### config.mk
export PLATFORM = sky130hd
export DESIGN_NAME = cpu_bus_arbiter
export DESIGN_NICKNAME = d
export VERILOG_FILES = /design/src/rtl/cpu_bus_arb_pkg.sv /design/src/rtl/cpu_bus_arbiter_rr_pick2.sv /design/src/rtl/cpu_bus_arbiter.sv
export SDC_FILE = /design/constraint.sdc
export NUM_CORES = 1
export LEC_CHECK = 0
export ABC_AREA = 1
export CORE_ASPECT_RATIO = 1.4
export CORE_MARGIN = 4
export CORE_UTILIZATION = 43
export CTS_BUF_LIST = sky130_fd_sc_hd__clkbuf_16
export CTS_CLUSTER_SIZE = 14
export DETAILED_ROUTE_END_ITERATION = 10
export GPL_ROUTABILITY_DRIVEN = 0
export GPL_TIMING_DRIVEN = 0
export PLACE_DENSITY = 0.83
export SYNTH_ARGS = -nofsm -noshare
export SYNTH_HDL_FRONTEND = slang
export SYNTH_SLANG_ARGS = --single-unit
### constraint.sdc
create_clock -name clk -period 13.72 [get_ports clk]
set_clock_uncertainty 0.2 [all_clocks]
set_input_delay 2.744 -clock clk [delete_from_list [all_inputs] [get_ports clk]]
set_output_delay 2.744 -clock clk [all_outputs]
set_load 0.03 [all_outputs]
### src/rtl/cpu_bus_arb_pkg.sv
// cpu_bus_arb_pkg
//   Shared definitions for the cpu_bus two-master arbiter:
//   - WLEN transfer-size codes (same encoding cpu_bus uses on WLEN)
//   - arbiter FSM state encoding (2 bits)
//   - default watchdog limit for the optional timeout feature
//     (enabled by defining CPU_BUS_ARB_TIMEOUT_EN)
package cpu_bus_arb_pkg;

    typedef enum logic [1:0] {
        WLEN_RD32 = 2'b00,
        WLEN_WR8  = 2'b01,
        WLEN_WR16 = 2'b10,
        WLEN_WR32 = 2'b11
    } wlen_e;

    typedef enum logic [1:0] {
        ST_IDLE      = 2'b00,
        ST_ISSUE     = 2'b01,
        ST_WAIT_LOW  = 2'b10,
        ST_WAIT_HIGH = 2'b11
    } arb_state_e;

    localparam int unsigned DEF_TIMEOUT_CYCLES = 16;

endpackage

### src/rtl/cpu_bus_arbiter_rr_pick2.sv
// rr_pick2
//   Combinational 2-way round-robin picker.
//   Ports:
//     req[1:0]    in   eligible requesters
//     last_grant  in   id of the most recently completed grant
//     valid       out  at least one requester eligible
//     id          out  chosen requester (meaningful when valid=1)
//   A lone requester always wins; on a tie the one not granted last wins.
module rr_pick2 (
    input  logic [1:0] req,
    input  logic       last_grant,
    output logic       valid,
    output logic       id
);

    always_comb begin
        valid = |req;
        id    = (&req) ? ~last_grant : req[1];
    end

endmodule

### src/rtl/cpu_bus_arbiter.sv
// cpu_bus_arbiter
//   Shares the single cpu_bus master port between m0 (CPU load/store unit)
//   and m1 (secondary requester). One transaction at a time, round-robin.
//   The winner's command is latched at grant, EN_N is pulsed low for one
//   cycle, then READY is followed low and back high; read data and a
//   one-cycle ack are returned to the winner. All outputs are registered.
//   Ports:
//     clk, reset                 clock, asynchronous active-high reset
//     mN_req/addr/wdata/wlen     requester command (held until mN_ack)
//     mN_ack/rdata/err           completion pulse, read data, timeout flag
//     bus_addr/wdata/wlen/en_n   cpu_bus command outputs
//     bus_ready/rdata            cpu_bus response inputs
//     grant_id                   master currently or last granted
//     busy                       high whenever the FSM is not idle
//   Optional feature: define CPU_BUS_ARB_TIMEOUT_EN to add a watchdog that
//   ends a stuck wait after TIMEOUT_CYCLES with ack+err. Without it the
//   err outputs are tied low and waits are unbounded.
module cpu_bus_arbiter
    import cpu_bus_arb_pkg::*;
#(
    parameter int unsigned ADDR_W         = 32,
    parameter int unsigned DATA_W         = 32,
    parameter int unsigned TIMEOUT_CYCLES = DEF_TIMEOUT_CYCLES
) (
    input  logic              clk,
    input  logic              reset,
    input  logic              m0_req,
    input  logic [ADDR_W-1:0] m0_addr,
    input  logic [DATA_W-1:0] m0_wdata,
    input  logic [1:0]        m0_wlen,
    output logic              m0_ack,
    output logic [DATA_W-1:0] m0_rdata,
    output logic              m0_err,
    input  logic              m1_req,
    input  logic [ADDR_W-1:0] m1_addr,
    input  logic [DATA_W-1:0] m1_wdata,
    input  logic [1:0]        m1_wlen,
    output logic              m1_ack,
    output logic [DATA_W-1:0] m1_rdata,
    output logic              m1_err,
    output logic [ADDR_W-1:0] bus_addr,
    output logic [DATA_W-1:0] bus_wdata,
    output logic [1:0]        bus_wlen,
    output logic              bus_en_n,
    input  logic              bus_ready,
    input  logic [DATA_W-1:0] bus_rdata,
    output logic              grant_id,
    output logic              busy
);

    arb_state_e        state_q, state_d;
    logic              en_n_q, en_n_d;
    logic [ADDR_W-1:0] addr_q, addr_d;
    logic [DATA_W-1:0] wdata_q, wdata_d;
    logic [1:0]        wlen_q, wlen_d;
    logic [1:0]        ack_q, ack_d;
    logic [DATA_W-1:0] rdata0_q, rdata0_d;
    logic [DATA_W-1:0] rdata1_q, rdata1_d;
    logic              gid_q, gid_d;
    logic              last_q, last_d;
    logic              busy_q, busy_d;

    // A request is ignored in its own ack cycle so a held req is not re-served.
    logic [1:0] elig;
    logic       pick_valid;
    logic       pick_id;

    assign elig = {m1_req & ~ack_q[1], m0_req & ~ack_q[0]};

    rr_pick2 u_pick (
        .req        (elig),
        .last_grant (last_q),
        .valid      (pick_valid),
        .id         (pick_id)
    );

`ifdef CPU_BUS_ARB_TIMEOUT_EN
    logic [7:0] cnt_q, cnt_d;
    logic [1:0] err_q, err_d;
    logic       to_hit;

    // Fires on the wait cycle in which the count would reach the limit.
    assign to_hit = (cnt_q + 8'd1) == 8'(TIMEOUT_CYCLES);

    always_comb begin
        cnt_d = cnt_q;
        if (state_q == ST_ISSUE) begin
            cnt_d = '0;
        end else if (state_q == ST_WAIT_LOW || state_q == ST_WAIT_HIGH) begin
            cnt_d = cnt_q + 8'd1;
        end
    end

    always_ff @(posedge clk or posedge reset) begin
        if (reset) begin
            cnt_q <= '0;
            err_q <= '0;
        end else begin
            cnt_q <= cnt_d;
            err_q <= err_d;
        end
    end

    assign m0_err = err_q[0];
    assign m1_err = err_q[1];
`else
    logic [7:0] unused_timeout;
    assign unused_timeout = 8'(TIMEOUT_CYCLES);
    assign m0_err = 1'b0;
    assign m1_err = 1'b0;
`endif

    always_comb begin
        state_d  = state_q;
        en_n_d   = en_n_q;
        addr_d   = addr_q;
        wdata_d  = wdata_q;
        wlen_d   = wlen_q;
        ack_d    = '0;
        rdata0_d = rdata0_q;
        rdata1_d = rdata1_q;
        gid_d    = gid_q;
        last_d   = last_q;
`ifdef CPU_BUS_ARB_TIMEOUT_EN
        err_d    = '0;
`endif
        case (state_q)
            ST_IDLE: begin
                if (pick_valid) begin
                    gid_d   = pick_id;
                    addr_d  = pick_id ? m1_addr  : m0_addr;
                    wdata_d = pick_id ? m1_wdata : m0_wdata;
                    wlen_d  = pick_id ? m1_wlen  : m0_wlen;
                    en_n_d  = 1'b0;
                    state_d = ST_ISSUE;
                end
            end
            ST_ISSUE: begin
                en_n_d  = 1'b1;
                state_d = ST_WAIT_LOW;
            end
            ST_WAIT_LOW: begin
                if (!bus_ready) begin
                    state_d = ST_WAIT_HIGH;
                end
`ifdef CPU_BUS_ARB_TIMEOUT_EN
                else if (to_hit) begin
                    ack_d[gid_q] = 1'b1;
                    err_d[gid_q] = 1'b1;
                    state_d      = ST_IDLE;
                end
`endif
            end
            ST_WAIT_HIGH: begin
                if (bus_ready) begin
                    if (gid_q) rdata1_d = bus_rdata;
                    else       rdata0_d = bus_rdata;
                    ack_d[gid_q] = 1'b1;
                    last_d       = gid_q;
                    state_d      = ST_IDLE;
                end
`ifdef CPU_BUS_ARB_TIMEOUT_EN
                else if (to_hit) begin
                    ack_d[gid_q] = 1'b1;
                    err_d[gid_q] = 1'b1;
                    state_d      = ST_IDLE;
                end
`endif
            end
            default: state_d = ST_IDLE;
        endcase
        busy_d = (state_d != ST_IDLE);
    end

    always_ff @(posedge clk or posedge reset) begin
        if (reset) begin
            state_q  <= ST_IDLE;
            en_n_q   <= 1'b1;
            addr_q   <= '0;
            wdata_q  <= '0;
            wlen_q   <= '0;
            ack_q    <= '0;
            rdata0_q <= '0;
            rdata1_q <= '0;
            gid_q    <= 1'b0;
            last_q   <= 1'b1;
            busy_q   <= 1'b0;
        end else begin
            state_q  <= state_d;
            en_n_q   <= en_n_d;
            addr_q   <= addr_d;
            wdata_q  <= wdata_d;
            wlen_q   <= wlen_d;
            ack_q    <= ack_d;
            rdata0_q <= rdata0_d;
            rdata1_q <= rdata1_d;
            gid_q    <= gid_d;
            last_q   <= last_d;
            busy_q   <= busy_d;
        end
    end

    assign bus_en_n  = en_n_q;
    assign bus_addr  = addr_q;
    assign bus_wdata = wdata_q;
    assign bus_wlen  = wlen_q;
    assign m0_ack    = ack_q[0];
    assign m1_ack    = ack_q[1];
    assign m0_rdata  = rdata0_q;
    assign m1_rdata  = rdata1_q;
    assign grant_id  = gid_q;
    assign busy      = busy_q;

endmodule

==> results.sh <==
export IMPL_placementRows=53
export IMPL_hold_violations=0
export IMPL_syn_inst=864
export IMPL_cts_hold_fix_buffers=0
export IMPL_p_leak_nw=5.43
export IMPL_tightest_slew_ps=528
export IMPL_crit_path_end_kind="output port"
export IMPL_final_layout_size_suffix_gt1_frac=0.0699
export IMPL_cts_buffer_depth=2
export IMPL_pre_cts_ws_ps=9020
export IMPL_cts_tree="yes"
export IMPL_cts_setup_buffers=0
export IMPL_n_antenna_cell=0
export IMPL_grt_pass1_wl_mm=35.0
export IMPL_core_um2=15000
export IMPL_gr_total_overflow=0
export IMPL_period_needed_ps=4570
export IMPL_reg2reg_from="last_q"
export IMPL_drtIter0Drc=354
export IMPL_synth_top_cells_by_area="dfrtp_1 52%, nand2_1 18%, nand3_1 10%, inv_1 8.6%, buf_2 2.1%"
export IMPL_clkTransAtPathRegs_ps=60
export IMPL_crit_path_max_incr_delay_ps=690
export IMPL_avgSynthCellArea_um2=7.58
export IMPL_vias_per_cell=4.77
export IMPL_syn_area_um2=6550
export IMPL_synth_warnings=0
export IMPL_fin_ws_ps=9150
export IMPL_grt_pass1_vias=6893
export IMPL_crit_family="buffers and inverters"
export IMPL_cts_resized=0
export IMPL_yosys_area_top_type_share=0.520
export IMPL_run_status="finished, final reports clean"
export IMPL_worstHoldStart="bus_en_n"
export IMPL_cts_sinks=138
export IMPL_synth_distinct_cells=18
export IMPL_power_density_nw_per_um2=230
export IMPL_r2r_cells=7
export IMPL_syn_to_final_growth_pct=59.3
export IMPL_grt_max_degree=87
export IMPL_maxCapViolCount=0
export IMPL_setup_violations=0
export IMPL_nNetsFinal=1357
export IMPL_seq_area_frac_synth=0.528
export IMPL_dpl_cell_area_um2=9850
export IMPL_ant_nets=0
export IMPL_first_pass_iters=4
export IMPL_drt_total_wl_mm=21.9
export IMPL_crit_type="register to output port"
export IMPL_startpoint_type="register"
export IMPL_cts_buffers=17
export IMPL_critPathMaxFanout=2
export IMPL_drv_slew=0
export IMPL_clock_fmax_mhz=219
export IMPL_fin_crit_sh=0.333
export IMPL_rsz0062_at_grt="false"
export IMPL_cts_htree_levels=4
export IMPL_die_w_um=112
export IMPL_min_to="bus_en_n"
export IMPL_rr_endpoint="bus_wdata[18]"
export IMPL_track_usage=0.254
export IMPL_dieHeight_um=154
export IMPL_cp_num_buf_inv=1
export IMPL_root_buffer="clkbuf_16"
export IMPL_ioPinCount=306
export IMPL_min_path_cells=2
export IMPL_initial_core_util=0.437
export IMPL_fin_area_um2=10400
export IMPL_hpwlAfterDp_mm=16.8
export IMPL_drc=0
export IMPL_crit_required_ps=10780
export IMPL_holdCritPathClass="register to register"
export IMPL_ys_seq_elements=138
export IMPL_fillCellCount=1204
export IMPL_wl_per_cell_um=15.7
export IMPL_yosys_area_top_type="dfrtp_1"
export IMPL_cp_arrival_ps=1630
export IMPL_port_buffers=303
export IMPL_dieArea_um2=17300
export IMPL_antenna_found_initial=0
export IMPL_crit_path_cell_trace="clkdlybuf4s50_1"
export IMPL_regToRegSetupSlack_ps=11780
export IMPL_ir_drop_mv=0.142
export IMPL_relSlewSlack=0.648
export IMPL_crit_slowest_cell="clkdlybuf4s50_1"
export IMPL_finalSetupTns_ps=0
export IMPL_via_count=6648
export IMPL_clk_latency_ps=400
[cells in the final DEF, fill, tap and decap left out]
cell type          n
dfrtp_1          136
nor2_4             2
inv_8              2
nand3b_4           1
a21oi_1           13
conb_1             2
clkbuf_16         17
buf_4              6
buf_2             27
o21ai_1           14
nand3_1          133
inv_2              5
o21ai_0           21
bufinv_16          1
clkinv_4           2
clkinvlp_4         4
nand2_2            2
buf_6              6
clkdlybuf4s50_1  303
dfstp_2            2
clkbuf_1          12
clkinv_2           1
nor2_1            14
nand2_1          319
buf_16             1
inv_6              5
inv_1            150
[kinds of logic after synthesis]
family                 count (synthesis)  synth area share
AND/OR/NAND/NOR                      471             0.301
buffers and inverters                206             0.134
flip-flops                           138             0.528
AO/OA/AOI/OAI                         48            0.0367
other                                  1          0.000573
[state kept, by name (all words and copies together), names as in the netlist]
name and cells:
bus_wlen 2, last_q 1, bus_addr 32, m1_rdata 32, busy 1, bus_wdata 32
state_q 2, grant_id 1, ack_q 2, bus_en_n 1, m0_rdata 32
[synthesized netlist by cell type, drive strengths merged]
| cell type | number |
|---|---|
| a21oi | 13 |
| dfrtp | 136 |
| nand3b | 1 |
| nor2 | 16 |
| buf | 39 |
| nand2 | 321 |
| clkbuf | 12 |
| nand3 | 133 |
| dfstp | 2 |
| o21ai | 35 |
| inv | 155 |
| conb | 1 |
[power by group]
| part | leakage [nW] | switching, mW | total, mW | internal [mW] |
|---|---|---|---|---|
| clock | 0.272 | 0.192 | 0.446 | 0.254 |
| sequential | 1.70 | 0.108 | 0.709 | 0.601 |
| combinational | 3.46 | 0.751 | 1.24 | 0.492 |
| total | 5.43 | 1.05 | 2.40 | 1.35 |
[metal layers]
layer  part of all wire  wire length, um  GRT usage  vias up
met5                  0                0          0        -
met2               0.51            11100      0.446      288
li1                   -                -          -     3239
met3              0.086             1880     0.0791       50
met4              0.038              839      0.108        0
met1               0.37             8060      0.281     3071
[how the worst max path moves through the flow]
| stage | to | cells after the start | slack [ps] | from |
|---|---|---|---|---|
| floorplan | ack_q[0] | 1 | 7080 | reset |
| global placement | bus_wdata[8] | 2 | 5110 | reset |
| detailed placement | bus_wdata[24] | 8 | 9020 | m0_req |
| CTS | bus_en_n | 1 | 9120 | bus_en_n |
| global route | bus_en_n | 1 | 9110 | bus_en_n |
| finish | bus_en_n | 1 | 9150 | bus_en_n |
[per-stage QoR]
step / util / total power [mW] / hold slack, ps / cells
after floorplan: - / 1.40 / 268 / 865
after global placement: 0.655 / 1.94 / 253 / 1360
after detailed placement: 0.658 / 1.96 / 258 / 1361
after CTS: 0.696 / 2.42 / 268 / 1393
after global routing: 0.696 / 2.54 / 277 / 1393
final: 0.696 / 2.40 / 263 / 1393
[area by class of cell]
| class | count | area (um^2) | share of cell area |
|---|---|---|---|
| tap | 192 | 240 | 0.0230 |
| inverter | 155 | 587 | 0.0563 |
| timing repair buffer | 304 | 3060 | 0.294 |
| clock inverter | 15 | 144 | 0.0138 |
| clock buffer | 17 | 425 | 0.0408 |
| buffer | 51 | 293 | 0.0281 |
| sequential | 138 | 3460 | 0.332 |
| multi-input combinational | 521 | 2220 | 0.213 |
No activity file was read; power rests on OpenSTA's default activity.
